===== src/rtl/csel_addsub_pipe.sv =====
// rtl/csel_addsub_pipe.sv - two-stage carry-select 32-bit add/subtract pipe with valid/ready
// Stage 1 adds the low half and registers the mid carry; stage 2 selects the precomputed high half.
module csel_addsub_pipe #(
  parameter int WIDTH = 32
) (
  input  logic             clk,
  input  logic             rst,
  input  logic             in_valid,
  output logic             in_ready,
  input  logic             Op,
  input  logic [WIDTH-1:0] A,
  input  logic [WIDTH-1:0] B,
  input  logic             Cin,
  output logic             out_valid,
  input  logic             out_ready,
  output logic [WIDTH-1:0] Sum,
  output logic             Cout,
  output logic             Ovf
);

  localparam int H = WIDTH / 2;

  logic             s2_adv;
  logic             s1_adv;
  logic             accept;
  logic [WIDTH-1:0] b_eff;
  logic             c_eff;
  logic [H:0]       lo_full;
  logic [H:0]       hi0;
  logic [H:0]       hi1;
  logic [H:0]       hi_sel;

  logic             s1_valid_q, s1_valid_d;
  logic [H-1:0]     lo_sum_q, lo_sum_d;
  logic             c_mid_q, c_mid_d;
  logic [H-1:0]     a_hi_q, a_hi_d;
  logic [H-1:0]     b_hi_q, b_hi_d;

  logic             out_valid_q, out_valid_d;
  logic [WIDTH-1:0] sum_q, sum_d;
  logic             cout_q, cout_d;
  logic             ovf_q, ovf_d;

  always_comb begin
    s2_adv = !out_valid_q || out_ready;
    s1_adv = !s1_valid_q || s2_adv;
    accept = in_valid && s1_adv;

    // Subtract is A + ~B + ~Cin, so Cin acts as a borrow-in.
    b_eff   = Op ? ~B : B;
    c_eff   = Op ? ~Cin : Cin;
    lo_full = {1'b0, A[H-1:0]} + {1'b0, b_eff[H-1:0]} + {{H{1'b0}}, c_eff};

    s1_valid_d = s1_valid_q;
    lo_sum_d   = lo_sum_q;
    c_mid_d    = c_mid_q;
    a_hi_d     = a_hi_q;
    b_hi_d     = b_hi_q;
    if (s1_adv) begin
      s1_valid_d = in_valid;
    end
    if (accept) begin
      lo_sum_d = lo_full[H-1:0];
      c_mid_d  = lo_full[H];
      a_hi_d   = A[WIDTH-1:H];
      b_hi_d   = b_eff[WIDTH-1:H];
    end

    hi0    = {1'b0, a_hi_q} + {1'b0, b_hi_q};
    hi1    = {1'b0, a_hi_q} + {1'b0, b_hi_q} + {{H{1'b0}}, 1'b1};
    hi_sel = c_mid_q ? hi1 : hi0;

    out_valid_d = out_valid_q;
    sum_d       = sum_q;
    cout_d      = cout_q;
    ovf_d       = ovf_q;
    if (s2_adv) begin
      out_valid_d = s1_valid_q;
    end
    // Output data only moves when a real beat advances, so it stays still while idle.
    if (s2_adv && s1_valid_q) begin
      sum_d  = {hi_sel[H-1:0], lo_sum_q};
      cout_d = hi_sel[H];
      ovf_d  = (a_hi_q[H-1] == b_hi_q[H-1]) && (hi_sel[H-1] != a_hi_q[H-1]);
    end
  end

  always_ff @(posedge clk or posedge rst) begin
    if (rst) begin
      s1_valid_q  <= 1'b0;
      lo_sum_q    <= '0;
      c_mid_q     <= 1'b0;
      a_hi_q      <= '0;
      b_hi_q      <= '0;
      out_valid_q <= 1'b0;
      sum_q       <= '0;
      cout_q      <= 1'b0;
      ovf_q       <= 1'b0;
    end else begin
      s1_valid_q  <= s1_valid_d;
      lo_sum_q    <= lo_sum_d;
      c_mid_q     <= c_mid_d;
      a_hi_q      <= a_hi_d;
      b_hi_q      <= b_hi_d;
      out_valid_q <= out_valid_d;
      sum_q       <= sum_d;
      cout_q      <= cout_d;
      ovf_q       <= ovf_d;
    end
  end

  assign in_ready  = s1_adv;
  assign out_valid = out_valid_q;
  assign Sum       = sum_q;
  assign Cout      = cout_q;
  assign Ovf       = ovf_q;

endmodule


===== config.mk =====
export PLATFORM = sky130hd
export DESIGN_NAME = csel_addsub_pipe
export DESIGN_NICKNAME = d
export VERILOG_FILES = /design/src/rtl/csel_addsub_pipe.sv
export SDC_FILE = /design/constraint.sdc
export NUM_CORES = 1
export LEC_CHECK = 0
export BUFFER_PORTS_ARGS = -buffer_cell sky130_fd_sc_hd__buf_2
export CAP_MARGIN = 20
export CORE_MARGIN = 1.5
export CORE_UTILIZATION = 52
export CTS_BUF_LIST = sky130_fd_sc_hd__clkbuf_8
export DETAILED_ROUTE_END_ITERATION = 10
export GPL_TIMING_DRIVEN = 0
export HOLD_SLACK_MARGIN = 0.05
export PLACE_DENSITY = 0.78
export SYNTH_ARGS = -nofsm -noshare
export SYNTH_HDL_FRONTEND = slang
export SYNTH_SLANG_ARGS = --single-unit

===== constraint.sdc =====
create_clock -name clk -period 3.2 [get_ports clk]
set_input_delay 0.64 -clock clk [delete_from_list [all_inputs] [get_ports clk]]
set_output_delay 0.64 -clock clk [all_outputs]
set_load 0.005 [all_outputs]

==> metrics.md <==
| Metric | Value |
|---|---|
| Comb power frac | `a little over two fifths` |
| Post-layout instance count excluding filler cells | `approximately 800` |
| Global route overflow | `0` |
| Worst EP required | `about 3.5 ns` |
| Pre-CTS setup slack | `-0.433 ns` |
| Post-Syn Area | `between 5000 and 6000 µm²` |
| GPL Wtd Cong | `a little under 0.9` |
| Main synth FF type | `dfrtp_1` |
| P per Cell Area | `660 nW/µm²` |
| Met2 GRT Util | `42.6%` |
| Internal power | `approximately 2.8 mW` |
| M1 GR Usage | `roughly 28%` |
| Main combinational cell family by area after synthesis | `compound AO/OA/AOI/OAI gates` |
| TritonCTS clock tree | `yes` |
| CP max FO | `6` |
| Clock skew | `0.0117 ns` |
| LEAKAGE | `roughly 3.0 nW` |
| Delay-heaviest family, CP | `compound AO/OA/AOI/OAI gates` |
| Tot GR Track Use | `a little under a quarter` |
| Diode count | `0` |
| GR Util met3 | `between 4 and 5%` |
| Startpoint Class | `input port` |
| Layout Nets | `roughly 760` |
| Area Overhead vs Synth | `23.3%` |
| Global-route wire length before repair | `just over 20,000 µm` |
| Vias in the first global route | `approximately 4,300` |
| Final Critical Period | `around 3.2 ns` |
| Max-cap violations | `0` |
| Final WS setup | `-0.00997 ns` |
| Sequential-to-total area share from yosys stat | `roughly 40%` |
| Multiplexer area fraction after synthesis | `approximately 7.6%` |
| Synth Area in XOR/XNOR | `between 10% and 20%` |
| Pin count of the biggest net entering global routing | `between 60 and 70` |
| Clock Path Buffers | `2` |
| Crit-path slowest cell | `fa_2` |
| Fmax | `around 310 MHz` |
| Die ar. | `10,900 µm²` |
| Placed Instances | `roughly 770` |
| Reg2reg end | `Cout` |
| Share of layout cells above drive strength 1 | `between 30% and 40%` |
| Multi-input logic area | `~3200 µm²` |
| Final worst path period share | `100%` |
| Commonest non-fill, non-tap cell in the layout | `buf_2` |
| Crit path to | `c_mid_q` |
| CTS Hold Bufs | `0` |
| 1st-iter DRT viols | `about 150` |
| Highest cell delay on the worst timing path | `0.41 ns` |
| Asr flop ratio synth | `100%` |
| Least-Margin Pin Slew | `between 0.8 and 0.9 ns` |
| Post-synth EDFFs | `0` |
| Initial antenna violation count | `0` |
| Number of cells on the critical path | `14` |
| Reg power frac | `roughly 36%` |
| Row count | `36` |
| Clock transition at the registers of the reported paths | `~0.090 ns` |
| Detailed placement HPWL | `approximately 9300 µm` |
| Reg-to-reg slack, setup | `around 0.060 ns` |
| Worst setup EP type | `flip-flop` |
| Synth Area in Adders | `under 10%` |
| CTS buffer count | `9` |
| Clk_lat worst skew | `approximately 0.37 ns` |
| Simple-gate share of the synthesized area | `~14%` |
| Fill count | `~800` |
| Clock power frac | `about a fifth` |
| Average wire per standard cell | `15.3 µm` |
| Most frequent cells in the layout | `buf_2, dfrtp_1, nand2_1` |
| Via count | `4,332` |
| Maximum VDD drop | `approximately 0.25 mV` |
| Routed WL | `about 12,000 µm` |
| Synth Area in Compound Gates | `between 10 and 15%` |
| Mapped Cells | `527` |
| R2R depth | `11` |
| Syn_area_per_cell | `~10 µm²` |
| Final antenna-violating net count | `0` |
| Synth Register Bits | `85` |
| Synth cell types | `68` |
| Gr busiest metal | `met2` |
| Reg area | `2130 µm²` |
| Vias per cell | `between 5 and 6` |
| Kind of critical path | `in -> reg` |
| Pwr Total | `approximately 4.3 mW` |
| Final Util | `between 60% and 70%` |
| Sink Count | `85` |
| Run status | `finished, violations left` |
| Net Sw Power | `roughly 1.5 mW` |
| I/O Buffers | `104` |
| RSZ-0062 raised after global routing | `yes` |
| I/O pin total | `roughly 110` |
| Initial Utilization | `~54%` |
| Critical path startpoint | `Op` |
| Die Height | `~100 µm` |
| Worst path bufs/invs | `2` |
| Worst EP arrival | `approximately 3.5 ns` |
| Worst path cell trace | `clkbuf_16 > clkbuf_16 > xnor2_4 > fa_2 > fa_2 > nor2b_2 > o21ai_2 > a21boi_2 > o21ai_2 > a21oi_2 > o2111ai_2 > a311oi_2 > a31oi_1 > o31ai_1` |
| Clk root buf | `clkbuf_8` |
| Failing checks | `setup timing` |
| R2r startpoint | `b_hi_q[0]` |
| H-tree depth | `3` |
| Max-slew violation count | `0` |
| Residual DRC | `0` |
| Synthesized net count | `roughly 630` |
| Final hold vios | `0` |
| Core area | `~9900 µm²` |
| YS warnings | `0` |
| Class of the worst hold path | `in -> async` |
| Drt first pass iters | `4` |
| Sw Ratio | `a little over a third` |
| Slew HR | `about 45%` |
| Setup Viol. Count Final | `1` |
| Chip width | `about 100 µm` |
state kept, by name, summed over array words and instances (netlist names):
| name | cells |
|---|---|
| Ovf | 1 |
| s1_valid_q | 1 |
| out_valid | 1 |
| Cout | 1 |
| lo_sum_q | 16 |
| Sum | 32 |
| b_hi_q | 16 |
| c_mid_q | 1 |
| a_hi_q | 16 |
metal layers:
layer,up-vias,part of all wire [%]
met5,-,0
met4,0,2.3
met3,22,5.7
met2,132,51
met1,2061,41
li1,2117,-
worst min path at each step:
stage,start,endpoint,slack (ns),cells after the start
2_1_floorplan,lo_sum_q[12],lo_sum_q[12],0.44,2
6_report,rst,Sum[30],0.23,2
4_1_cts,rst,a_hi_q[15],0.23,2
3_3_place_gp,lo_sum_q[3],lo_sum_q[3],0.46,1
5_1_grt,rst,a_hi_q[12],0.25,2
3_5_place_dp,lo_sum_q[4],lo_sum_q[4],0.46,2
timing repair:
action / 4_1_cts / 5_1_grt
setup endpoints to repair: 4 / 9
pin swaps: 6 / 12
setup buffers: 7 / 10
hold endpoints to repair: 0 / 0
gates resized for setup: 5 / 18
synthesized netlist by cell type (2+ instances only):
cell / number / share of area, %
dfrtp_1: 85 / 40
nand2_1: 67 / 4.7
o21ai_0: 53 / 5.0
mux2_2: 34 / 7.2
xnor2_1: 33 / 5.4
ha_1: 32 / 7.5
xor2_1: 30 / 4.9
nor2_1: 26 / 1.8
clkbuf_1: 16 / 1.1
a21oi_1: 12 / 1.1
inv_1: 12 / 0.85
nand2b_1: 9 / 1.1
nor3_1: 8 / 0.75
o31ai_1: 8 / 1.1
o21a_1: 7 / 0.99
nand3_1: 6 / 0.56
a21o_1: 5 / 0.70
a211oi_1: 4 / 0.56
a31oi_1: 4 / 0.47
and2_1: 4 / 0.47
nor2b_1: 4 / 0.47
a21boi_0: 3 / 0.42
and3_1: 3 / 0.35
fa_1: 3 / 1.1
nor3b_1: 3 / 0.42
o211ai_1: 3 / 0.42
o21ai_1: 3 / 0.28
o21bai_1: 3 / 0.42
a2111oi_0: 2 / 0.33
a211o_1: 2 / 0.33
a311o_1: 2 / 0.38
buf_1: 2 / 0.14
buf_2: 2 / 0.19
mux2i_1: 2 / 0.38
o2111ai_1: 2 / 0.33
area by class of cell:
type | count | area share [%]
timing repair buffer | 121 | 10.2
inverter | 12 | 0.724
tap | 133 | 2.53
clock buffer | 11 | 2.30
sequential | 85 | 32.4
clock inverter | 5 | 1.26
buffer | 20 | 1.85
multi-input combinational | 410 | 48.8
power groups by stage:
stage	Clock (mW)	Sequential, mW	Combinational (mW)
6_report	0.879	1.55	1.90
5_1_grt	0.943	1.60	2.10
4_1_cts	0.896	1.55	1.83
3_5_place_dp	0	1.57	1.77
3_3_place_gp	0	1.56	1.69
2_1_floorplan	0	1.56	1.26
per-stage QoR:
| step | hold WS, ns | setup TNS (ns) | cell area [µm²] |
|---|---|---|---|
| after global placement | 0.457 | -41.68 | 6090 |
| after floorplan | 0.445 | -0.0916 | 5400 |
| final | 0.229 | -0.00997 | 6570 |
| after CTS | 0.231 | -0.00183 | 6430 |
| after detailed placement | 0.462 | -2.58 | 6120 |
| after global routing | 0.246 | -0.478 | 6570 |
kinds of logic after synthesis:
family	Yosys count
buffers and inverters	32
multiplexers	36
flip-flops	85
AND/OR/NAND/NOR	148
AO/OA/AOI/OAI	123
adder cells (fa/ha/maj)	35
XOR/XNOR	68
No activity file was read; power rests on OpenSTA's default activity.
